File: src/rtl/pmod_da2_tx_pkg.sv
// Shared types and frame constants for the PmodDA2 serial transmitter.
package da2_pkg;
  localparam int FRAME_BITS = 16;
  localparam logic [1:0] PD_NORMAL = 2'b00;

  typedef enum logic [1:0] {IDLE, SHIFT, GAP} state_t;

  // Frame word: {don't-care, power-down bits, sample}, MSB transmitted first.
  function automatic logic [FRAME_BITS-1:0] frame_word(input logic [FRAME_BITS-1:0] sample,
                                                       input int dw);
    return sample | (FRAME_BITS'(PD_NORMAL) << dw);
  endfunction
endpackage

File: src/rtl/pmod_da2_tx_if.sv
// Start/sample handshake between the sample-rate controller and the DAC transmitter.
interface pmod_da2_tx_if #(parameter int DATA_W = 12);
  logic              start;
  logic [DATA_W-1:0] data_a;
  logic [DATA_W-1:0] data_b;
  logic              busy;
  logic              done;

  modport master (output start, data_a, data_b, input busy, done);
  modport slave  (input start, data_a, data_b, output busy, done);
endinterface

File: src/rtl/pmod_da2_tx_sclk_strobe_gen.sv
// SCLK divider: toggles sclk every CLK_DIV cycles while enabled, idles high when not.
module sclk_strobe_gen #(
  parameter int CLK_DIV = 4
) (
  input  logic clk,
  input  logic rst,
  input  logic en,
  output logic sclk,
  output logic rise_stb,
  output logic fall_stb
);
  localparam int DIV_W = (CLK_DIV > 1) ? $clog2(CLK_DIV) : 1;
  localparam logic [DIV_W-1:0] DIV_TC = DIV_W'(CLK_DIV - 1);

  logic [DIV_W-1:0] div_q, div_d;
  logic             sclk_q, sclk_d;
  logic             tc;

  always_comb begin
    tc     = en && (div_q == DIV_TC);
    div_d  = '0;
    sclk_d = 1'b1;
    if (en) begin
      div_d  = tc ? '0 : div_q + 1'b1;
      sclk_d = tc ? ~sclk_q : sclk_q;
    end
  end

  always_ff @(posedge clk or posedge rst) begin
    if (rst) begin
      div_q  <= '0;
      sclk_q <= 1'b1;
    end else begin
      div_q  <= div_d;
      sclk_q <= sclk_d;
    end
  end

  // Strobes mark the edge on which sclk is about to toggle, so the caller updates in lockstep.
  assign sclk     = sclk_q;
  assign rise_stb = tc & ~sclk_q;
  assign fall_stb = tc &  sclk_q;
endmodule

File: src/rtl/pmod_da2_tx.sv
// Dual-channel PmodDA2 transmitter: captures two samples on start and shifts both out in one SYNC frame.
module pmod_da2_tx import da2_pkg::*; #(
  parameter int CLK_DIV = 4,
  parameter int DATA_W  = 12
) (
  input  logic              clk,
  input  logic              rst,
  pmod_da2_tx_if.slave      bus,
  output logic              sclk,
  output logic              ncs,
  output logic              dina,
  output logic              dinb
);
  localparam int GAP_W = (2 * CLK_DIV > 1) ? $clog2(2 * CLK_DIV) : 1;
  // The done cycle itself completes the SYNC quiet time, so GAP stops one cycle short.
  localparam logic [GAP_W-1:0] GAP_LAST = GAP_W'(2 * CLK_DIV - 2);

  state_t                  state_q, state_d;
  logic [FRAME_BITS-1:0]   sr_a_q, sr_a_d, sr_b_q, sr_b_d;
  logic [4:0]              falls_q, falls_d;
  logic [GAP_W-1:0]        gap_q, gap_d;
  logic                    ncs_q, ncs_d, busy_q, busy_d, done_q, done_d;
  logic                    rise_stb, fall_stb;

  sclk_strobe_gen #(.CLK_DIV(CLK_DIV)) u_sclk (
    .clk      (clk),
    .rst      (rst),
    .en       (state_q == SHIFT),
    .sclk     (sclk),
    .rise_stb (rise_stb),
    .fall_stb (fall_stb)
  );

  always_comb begin
    state_d = state_q;
    sr_a_d  = sr_a_q;
    sr_b_d  = sr_b_q;
    falls_d = falls_q;
    gap_d   = gap_q;
    ncs_d   = ncs_q;
    busy_d  = busy_q;
    done_d  = 1'b0;
    case (state_q)
      IDLE: if (bus.start) begin
        state_d = SHIFT;
        sr_a_d  = frame_word(FRAME_BITS'(bus.data_a), DATA_W);
        sr_b_d  = frame_word(FRAME_BITS'(bus.data_b), DATA_W);
        falls_d = '0;
        ncs_d   = 1'b0;
        busy_d  = 1'b1;
      end
      SHIFT: begin
        if (fall_stb) falls_d = falls_q + 1'b1;
        if (rise_stb) begin
          if (falls_q == 5'(FRAME_BITS)) begin
            state_d = GAP;
            ncs_d   = 1'b1;
            sr_a_d  = '0;
            sr_b_d  = '0;
            gap_d   = '0;
          end else begin
            sr_a_d = sr_a_q << 1;
            sr_b_d = sr_b_q << 1;
          end
        end
      end
      GAP: begin
        if (gap_q == GAP_LAST) begin
          state_d = IDLE;
          busy_d  = 1'b0;
          done_d  = 1'b1;
        end else begin
          gap_d = gap_q + 1'b1;
        end
      end
      default: state_d = IDLE;
    endcase
  end

  always_ff @(posedge clk or posedge rst) begin
    if (rst) begin
      state_q <= IDLE;
      sr_a_q  <= '0;
      sr_b_q  <= '0;
      falls_q <= '0;
      gap_q   <= '0;
      ncs_q   <= 1'b1;
      busy_q  <= 1'b0;
      done_q  <= 1'b0;
    end else begin
      state_q <= state_d;
      sr_a_q  <= sr_a_d;
      sr_b_q  <= sr_b_d;
      falls_q <= falls_d;
      gap_q   <= gap_d;
      ncs_q   <= ncs_d;
      busy_q  <= busy_d;
      done_q  <= done_d;
    end
  end

  assign ncs      = ncs_q;
  assign dina     = sr_a_q[FRAME_BITS-1];
  assign dinb     = sr_b_q[FRAME_BITS-1];
  assign bus.busy = busy_q;
  assign bus.done = done_q;
endmodule

File: src/flat_wrapper.sv
// flat-port wrapper written by rule: the top's interface ports become plain ports
module pmod_da2_tx_flat import da2_pkg::*;
#(
  parameter int CLK_DIV = 4,
  parameter int DATA_W  = 12
)
  (clk, rst, sclk, ncs, dina, dinb, bus_start, bus_data_a, bus_data_b, bus_busy, bus_done);
  pmod_da2_tx_if #(.DATA_W(DATA_W)) bus_i ();
  input  logic clk;
  input  logic rst;
  output logic sclk;
  output logic ncs;
  output logic dina;
  output logic dinb;
  input wire logic [$bits(bus_i.start)-1:0] bus_start;
  input wire logic [$bits(bus_i.data_a)-1:0] bus_data_a;
  input wire logic [$bits(bus_i.data_b)-1:0] bus_data_b;
  output wire logic [$bits(bus_i.busy)-1:0] bus_busy;
  output wire logic [$bits(bus_i.done)-1:0] bus_done;
  assign bus_i.start = bus_start;
  assign bus_i.data_a = bus_data_a;
  assign bus_i.data_b = bus_data_b;
  assign bus_busy = bus_i.busy;
  assign bus_done = bus_i.done;
  pmod_da2_tx #(.CLK_DIV(CLK_DIV), .DATA_W(DATA_W)) u_core (.clk(clk), .rst(rst), .bus(bus_i), .sclk(sclk), .ncs(ncs), .dina(dina), .dinb(dinb));
endmodule
File: config.mk
export PLATFORM = sky130hd
export DESIGN_NAME = pmod_da2_tx_flat
export DESIGN_NICKNAME = d
export VERILOG_FILES = /design/src/rtl/pmod_da2_tx_pkg.sv /design/src/rtl/pmod_da2_tx_if.sv /design/src/rtl/pmod_da2_tx_sclk_strobe_gen.sv /design/src/rtl/pmod_da2_tx.sv /design/src/flat_wrapper.sv
export SDC_FILE = /design/constraint.sdc
export NUM_CORES = 1
export LEC_CHECK = 0
export ABC_CLOCK_PERIOD_IN_PS = 1400
export BUFFER_PORTS_ARGS = -buffer_cell sky130_fd_sc_hd__buf_4
export CAP_MARGIN = 20
export CORE_MARGIN = 2
export CORE_UTILIZATION = 32
export CTS_CLUSTER_SIZE = 20
export DETAILED_ROUTE_END_ITERATION = 7
export GPL_TIMING_DRIVEN = 0
export PLACE_DENSITY = 0.55
export SLEW_MARGIN = 20
export SYNTH_ARGS = -nofsm -noshare
export SYNTH_HDL_FRONTEND = slang
export SYNTH_SLANG_ARGS = --single-unit
File: constraint.sdc
create_clock -name clk -period 1.4 [get_ports clk]
set_clock_uncertainty 0.05 [all_clocks]
set_input_delay 0.14 -clock clk [delete_from_list [all_inputs] [get_ports clk]]
set_output_delay 0.14 -clock clk [all_outputs]
set_load 0.03 [all_outputs]
==> impl_metrics.json, run 1 <==
{
  "r2r_start": "u_core.falls_q[1]$_DFFE_PP0P_",
  "synth_xor_area_frac": 0,
  "drt_iter0_drc": 78,
  "antenna_cells": 0,
  "antenna_found_initial": 0,
  "worstSetupEndpointType": "register",
  "min_from": "bus_data_a[0]",
  "cts_buffers": 5,
  "ys_seq_elements": 48,
  "drtPass1Iterations": 4,
  "holdPathStages": 2,
  "syn_area_per_cell_um2": 11.9,
  "dieWidth_um": 93.5,
  "violations": "setup timing",
  "mostFrequentLayoutCells": "buf_4 (46), dfrtp_1 (46), nand3b_1 (23)",
  "coreArea_mm2": 0.00773,
  "grt_pass1_vias": 1838,
  "track_usage": 0.139,
  "arrival_ns": 1.82,
  "total_power_mw": 7.37,
  "slew_headroom": 0.657,
  "max-cap-violations": 0,
  "period_needed_ns": 1.68,
  "port_buffers": 32,
  "slowest_delay_ns": 0.40,
  "synth_nets": 247,
  "regToRegSetupSlack_ns": -0.28,
  "synthFlopType": "dfrtp_1",
  "critPathBufInv": 3,
  "tightest_slew_ns": 0.514,
  "post_drt_wl_per_cell_um": 16.0,
  "grt-ovfl-total": 0,
  "worstSetupPathType": "register to register",
  "drv_slew": 0,
  "cts-root-buf": "clkbuf_8",
  "start_util": 0.332,
  "rsz0062_at_grt": "true",
  "async_flop_share": 1.00,
  "cp_top_family": "flip-flops",
  "fmax_mhz": 596,
  "cts_tree": "yes",
  "cts.sinks": 48,
  "status": "finished, violations left",
  "synth-compound-area-share": 0.131,
  "gp_congestion": 0.737,
  "htree_levels": 2,
  "grt_max_degree": 28,
  "cp-start-kind": "register",
  "synthSimpleGateAreaFrac": 0.170,
  "synth_edf_count": 0,
  "hold_path.class": "input port to register",
  "r2r_end": "u_core.sr_a_q[11]$_DFFE_PP0P_",
  "dp_hpwl_um": 3700,
  "synthAdderAreaFrac": 0.0244,
  "fin_ws_ns": -0.277,
  "wl_um": 6110,
  "fp.dieH_um": 93.5,
  "clk_latency_ns": 0.30,
  "clock_path_buffers": 2,
  "drc": 0,
  "vias": 1901,
  "clk_pin_slew_worst_paths_ns": 0.09,
  "ir_worst_vdd_mv": 0.817,
  "nets": 310,
  "cp.depth": 7,
  "synth.distinct_cells": 38,
  "period_share": 1.20,
  "cpMaxStageDelayCell": "dfrtp_1",
  "finalSetupTns_ns": -8.56,
  "io_pins": 33,
  "viasPerCell": 4.99,
  "holdPathEnd": "u_core.sr_a_q[0]$_DFFE_PP0P_",
  "cp_max_fo": 10,
  "die-area_mm2": 0.00874,
  "synth_mux_area_frac": 0.136,
  "grt_pass1_wl_um": 9490,
  "syn_inst": 215,
  "final_hold_viol_count": 0,
  "yosysWarnings": 0,
  "worstPathCellList": "inv_1 -> ha_2 -> and4bb_2 -> buf_6 -> buf_8 -> o2bb2ai_1 -> mux2_4",
  "instances_no_fill": 381,
  "syn_area_mm2": 0.00256,
  "crit_required_ns": 1.55,
  "ant_nets": 0,
  "drive_above_1_share": 0.470,
  "yosysSeqAreaShare": 0.470,
  "rows": 32,
  "p_per_area_mw_per_mm2": 2080,
  "dp_cells": 350,
  "setup_viol": 39,
  "p_leak_nw": 1.60,
  "ff2ff_path_depth": 7,
  "synth_top_family_by_area": "simple AND/OR/NAND/NOR gates",
  "areaGrowthSynthToFinish_pct": 38.5
}
## synthesized netlist by cell type (2+ instances only)
| library cell | n | share of area |
|---|---|---|
| ha_1 | 5 | 0.024 |
| mux2_2 | 29 | 0.13 |
| buf_4 | 4 | 0.012 |
| nand3b_1 | 23 | 0.067 |
| nand3_1 | 4 | 0.0078 |
| clkbuf_1 | 5 | 0.0073 |
| nor2_1 | 4 | 0.0059 |
| nor3_1 | 3 | 0.0059 |
| a21o_1 | 2 | 0.0059 |
| dfstp_2 | 2 | 0.021 |
| inv_1 | 10 | 0.015 |
| a21oi_1 | 2 | 0.0039 |
| nand2_1 | 2 | 0.0029 |
| nand2b_4 | 2 | 0.011 |
| dfrtp_1 | 46 | 0.45 |
| a31oi_1 | 2 | 0.0049 |
| nor2b_1 | 3 | 0.0073 |
| buf_6 | 8 | 0.035 |
| o21ai_0 | 6 | 0.012 |
| and3_1 | 9 | 0.022 |
| and4b_1 | 2 | 0.0078 |
| and2_1 | 3 | 0.0073 |
| o2bb2ai_1 | 24 | 0.082 |
## what timing repair did
action | 4_1_cts | 5_1_grt
setup endpoints to repair | 43 | 42
pin swaps | 4 | 5
endpoints found under the hold margin | 20 | 0
gates cloned | 2 | 3
setup buffers | 7 | 10
hold buffers | 2 | 0
gates resized for setup | 24 | 28
## area by class of cell
| type | count | area, um^2 |
|---|---|---|
| buffer | 16 | 168 |
| clock buffer | 7 | 96.3 |
| inverter | 10 | 37.5 |
| fill | 721 | 4180 |
| timing repair buffer | 57 | 524 |
| clock inverter | 1 | 30.0 |
| multi-input combinational | 140 | 1360 |
| sequential | 48 | 1200 |
| tap | 102 | 128 |
## logic make-up (layout without fill, tap and decap cells)
| group | count (synthesis) | in the layout |
|---|---|---|
| multiplexers | 31 | 31 |
| adder cells (fa/ha/maj) | 5 | 5 |
| flip-flops | 48 | 48 |
| AO/OA/AOI/OAI | 42 | 42 |
| buffers and inverters | 27 | 91 |
| AND/OR/NAND/NOR | 62 | 62 |
## per-stage QoR
step	setup slack, ns	instance area, um^2	hold WS, ns	util
floorplan	-0.121	2600	0.214	-
global placement	-0.719	2960	0.310	0.384
detailed placement	-0.281	2980	0.177	0.386
CTS	-0.261	3280	0.00450	0.425
global route	-0.345	3550	0.00838	0.459
finish	-0.277	3550	0.0242	0.459
## worst max-delay path by stage
stage | startpoint | to | slack [ns]
floorplan | u_core.falls_q[0]$_DFFE_PP0P_ | u_core.sr_a_q[5]$_DFFE_PP0P_ | -0.12
global placement | rst | u_core.sr_b_q[6]$_DFFE_PP0P_ | -0.72
detailed placement | u_core.u_sclk.div_q[0]$_DFF_PP0_ | u_core.sr_a_q[11]$_DFFE_PP0P_ | -0.28
CTS | u_core.falls_q[0]$_DFFE_PP0P_ | u_core.sr_a_q[11]$_DFFE_PP0P_ | -0.26
global route | u_core.falls_q[1]$_DFFE_PP0P_ | u_core.sr_b_q[11]$_DFFE_PP0P_ | -0.35
finish | u_core.falls_q[1]$_DFFE_PP0P_ | u_core.sr_a_q[11]$_DFFE_PP0P_ | -0.28
## registers in the layout, summed over array words and instances, names as in the netlist
name,count
u_core.sr_a_q,16
u_core.sr_b_q,16
u_core.falls_q,5
u_core.gap_q,3
u_core.state_q,2
u_core.u_sclk.div_q,2
u_core.bus.busy,1
u_core.bus.done,1
u_core.ncs,1
u_core.u_sclk.sclk,1
## per-layer routing
metal	GRT usage	routed length [um]
met2	0.214	2830
met1	0.198	3010
met5	0	0
met3	0.0298	227
met4	0.0368	47
## where the power goes
| part | leakage [nW] | switching, mW | internal, mW |
|---|---|---|---|
| logic | 0.949 | 1.58 | 2.31 |
| registers | 0.586 | 0.357 | 2.00 |
| clock network | 0.0645 | 0.492 | 0.631 |
| total | 1.60 | 2.42 | 4.94 |
## worst register-to-register path: stages, from the launching register on
cell       delay [ns]
dfrtp_1          0.40
inv_1            0.10
ha_2             0.19
and4bb_2         0.24
buf_6            0.13
buf_8            0.14
o2bb2ai_1        0.07
mux2_4           0.26
No activity file was read; power rests on OpenSTA's default activity.
==> run 2, diff against run 1 <==
--- a/config.mk
+++ b/config.mk
@@ -13,8 +13,9 @@
 export CTS_CLUSTER_SIZE = 20
 export DETAILED_ROUTE_END_ITERATION = 7
 export GPL_TIMING_DRIVEN = 0
-export PLACE_DENSITY = 0.55
+export PLACE_DENSITY = 0.56
 export SLEW_MARGIN = 20
 export SYNTH_ARGS = -nofsm -noshare
 export SYNTH_HDL_FRONTEND = slang
+export SYNTH_HIERARCHICAL = 1
 export SYNTH_SLANG_ARGS = --single-unit
==> impl_metrics.json, run 2 <==
{
  "yosysSeqAreaShare": 0.571,
  "cts-root-buf": "clkbuf_8",
  "wl_met2_um": 1970,
  "hold_path.class": "input port to register",
  "cts_tree": "yes",
  "pwr-share-comb": 0.400,
  "rows": 29,
  "cpMaxStageDelayCell": "dfrtp_2",
  "fin_util": 0.448,
  "drc": 0,
  "swShare": 0.324,
  "instances_no_fill": 304,
  "worst_hold_slack_ns": 0.00967,
  "post_drt_wl_per_cell_um": 14.2,
  "slowest_delay_ns": 0.45,
  "ir_worst_vdd_mv": 1.01,
  "nets": 258,
  "fin_area_mm2": 0.00284,
  "die-area_mm2": 0.00725,
  "drtPass1Iterations": 4,
  "synth.distinct_cells": 38,
  "synth_nets": 201,
  "synth_top_area_cell": "dfrtp_1",
  "final_hold_viol_count": 0,
  "grt_pass1_vias": 1569,
  "nFillCells": 603,
  "p_leak_nw": 1.34,
  "htree_levels": 2,
  "slew_headroom": 0.679,
  "io_pins": 33,
  "cts_buffers": 5,
  "dp_hpwl_um": 2770,
  "vias": 1535,
  "synthFlopType": "dfrtp_1",
  "wl_met1_um": 2070,
  "period_needed_ns": 1.82,
  "start_util": 0.332,
  "fp.dieH_um": 85.1,
  "synth_edf_count": 0,
  "ant_nets": 0,
  "grt_max_degree": 26,
  "rsz0062_at_grt": "true",
  "port_buffers": 32,
  "synth_area_leaders": "dfrtp_1 (55%), a221o_1 (10%), and2_1 (6.5%), a22o_1 (4.6%), ha_1 (3.0%)",
  "cp-start-kind": "register",
  "post-synth-top-count-cell": "dfrtp_1",
  "pwr-share-clk": 0.170,
  "ys_seq_elements": 48,
  "syn_area_mm2": 0.00211,
  "net-switching-power_mw": 1.68,
  "cp_max_fo": 10,
  "clock_path_buffers": 2,
  "syn_area_per_cell_um2": 12.5,
  "async_flop_share": 1.00,
  "dp_cells": 279,
  "worstSetupEndpointType": "register",
  "clk_latency_ns": 0.31,
  "pre_cts_slack_ns": -0.708,
  "worstPathCellList": "nor2b_4 -> nand2_2 -> nor2_4 -> mux2i_2 -> or2_1 -> buf_6 -> buf_8 -> a221o_1",
  "mostFrequentLayoutCells": "buf_4 (49), dfrtp_1 (45), and2_1 (22), a221o_1 (22), a22o_1 (11)",
  "pwr-share-seq": 0.430,
  "cts.sinks": 48,
  "crit_required_ns": 1.54,
  "p_per_area_mw_per_mm2": 1820,
  "place_area_mm2": 0.00248,
  "drt_iter0_drc": 60,
  "coreArea_mm2": 0.00635,
  "arrival_ns": 1.96,
  "gp_congestion": 0.771,
  "grt_pass1_wl_um": 7470,
  "antenna_cells": 0,
  "violations": "setup timing",
  "dr_wl_met3_um": 211,
  "top_layer": "met4",
  "total_power_mw": 5.17,
  "status": "finished, violations left",
  "finalSetupTns_ns": -13.61,
  "critPathBufInv": 2,
  "synth_commonest_cells": "dfrtp_1 (46), a221o_1 (22), and2_1 (22)",
  "viasPerCell": 5.05,
  "worstSetupPathType": "register to register",
  "layout_commonest_cell": "buf_4",
  "drv_slew": 0,
  "fin_ws_ns": -0.416,
  "clk_pin_slew_worst_paths_ns": 0.09,
  "track_usage": 0.130,
  "syn_inst": 169,
  "wl_um": 4320,
  "setup_viol": 40,
  "fmax_mhz": 551,
  "grt-ovfl-total": 0,
  "p_int_mw": 3.50,
  "period_share": 1.30,
  "yosysWarnings": 6,
  "drive_above_1_share": 0.374,
  "dieWidth_um": 85.1,
  "cp_top_family": "simple AND/OR/NAND/NOR gates",
  "areaGrowthSynthToFinish_pct": 34.9,
  "max-cap-violations": 0,
  "top_regs": "u_core/sr_a_q: 16 flops, u_core/sr_b_q: 16 flops, u_core/falls_q: 5 flops",
  "antenna_found_initial": 0,
  "tightest_slew_ns": 0.481,
  "yosysTopAreaCellShare": 0.546
}
==> run 2: power by group through the flow <==
stage               logic (mW)  registers (mW)  clock network [mW]
floorplan                 1.19            2.25                   0
global placement          1.61            2.24                   0
detailed placement        1.64            2.24                   0
CTS                       2.04            2.22               0.914
global route              2.28            2.29               0.977
finish                    2.07            2.22               0.880
==> run 2: final cells by class <==
type	count	area, um^2	share of cell area
multi-input combinational	104	902	0.317
timing repair buffer	52	435	0.153
inverter	7	26.3	0.00924
tap	77	96.3	0.0339
clock buffer	6	82.6	0.0290
sequential	48	1200	0.424
clock inverter	2	13.8	0.00484
buffer	8	81.3	0.0286
==> run 2: path summary, 6_finish.rpt <==
check | from | end | slack [ns] | depth (start not counted)
min in group asynchronous | rst | u_core/u_sclk/div_q[0]$_DFF_PP0_ | 0.21 | 3
min reg2reg | u_core/falls_q[4]$_DFFE_PP0P_ | u_core/falls_q[4]$_DFFE_PP0P_ | 0.44 | 1
max | u_core/state_q[1]$_DFFE_PP0P_ | u_core/sr_a_q[1]$_DFFE_PP0P_ | -0.42 | 8
max reg2reg | u_core/state_q[1]$_DFFE_PP0P_ | u_core/sr_a_q[1]$_DFFE_PP0P_ | -0.42 | 8
min | bus_data_a[0] | u_core/sr_a_q[0]$_DFFE_PP0P_ | 0.01 | 2
max in group asynchronous | rst | u_core/ncs$_DFFE_PP1P_ | 0.37 | 4
==> run 2: repair_timing <==
action,CTS,global route
pin swaps,16,9
gates cloned,1,0
setup buffers,14,2
hold buffers,2,0
hold endpoints to repair,24,0
endpoints found under the setup margin,42,44
resized for setup,21,5
==> run 2: layer usage <==
metal | GRT usage | vias to the layer above
li1 | - | 742
met1 | 0.178 | 754
met2 | 0.198 | 31
met3 | 0.0350 | 8
met4 | 0.0519 | 0
met5 | 0 | -
==> run 2: logic make-up (layout without fill, tap and decap cells) <==
family | Yosys count | count (layout) | share of synthesized area
AO/OA/AOI/OAI | 44 | 44 | 0.187
XOR/XNOR | 3 | 3 | 0.0125
adder cells (fa/ha/maj) | 5 | 5 | 0.0297
buffers and inverters | 17 | 75 | 0.0422
flip-flops | 48 | 48 | 0.571
multiplexers | 1 | 1 | 0.00475
AND/OR/NAND/NOR | 51 | 51 | 0.153
==> run 2: worst reg2reg max path, delay by kind of cell, from the launching register on <==
family	cells	cell delay, ns
compound gates	1	0.31
buf+inv	2	0.27
flops	1	0.45
mux	1	0.08
simple gates	4	0.53
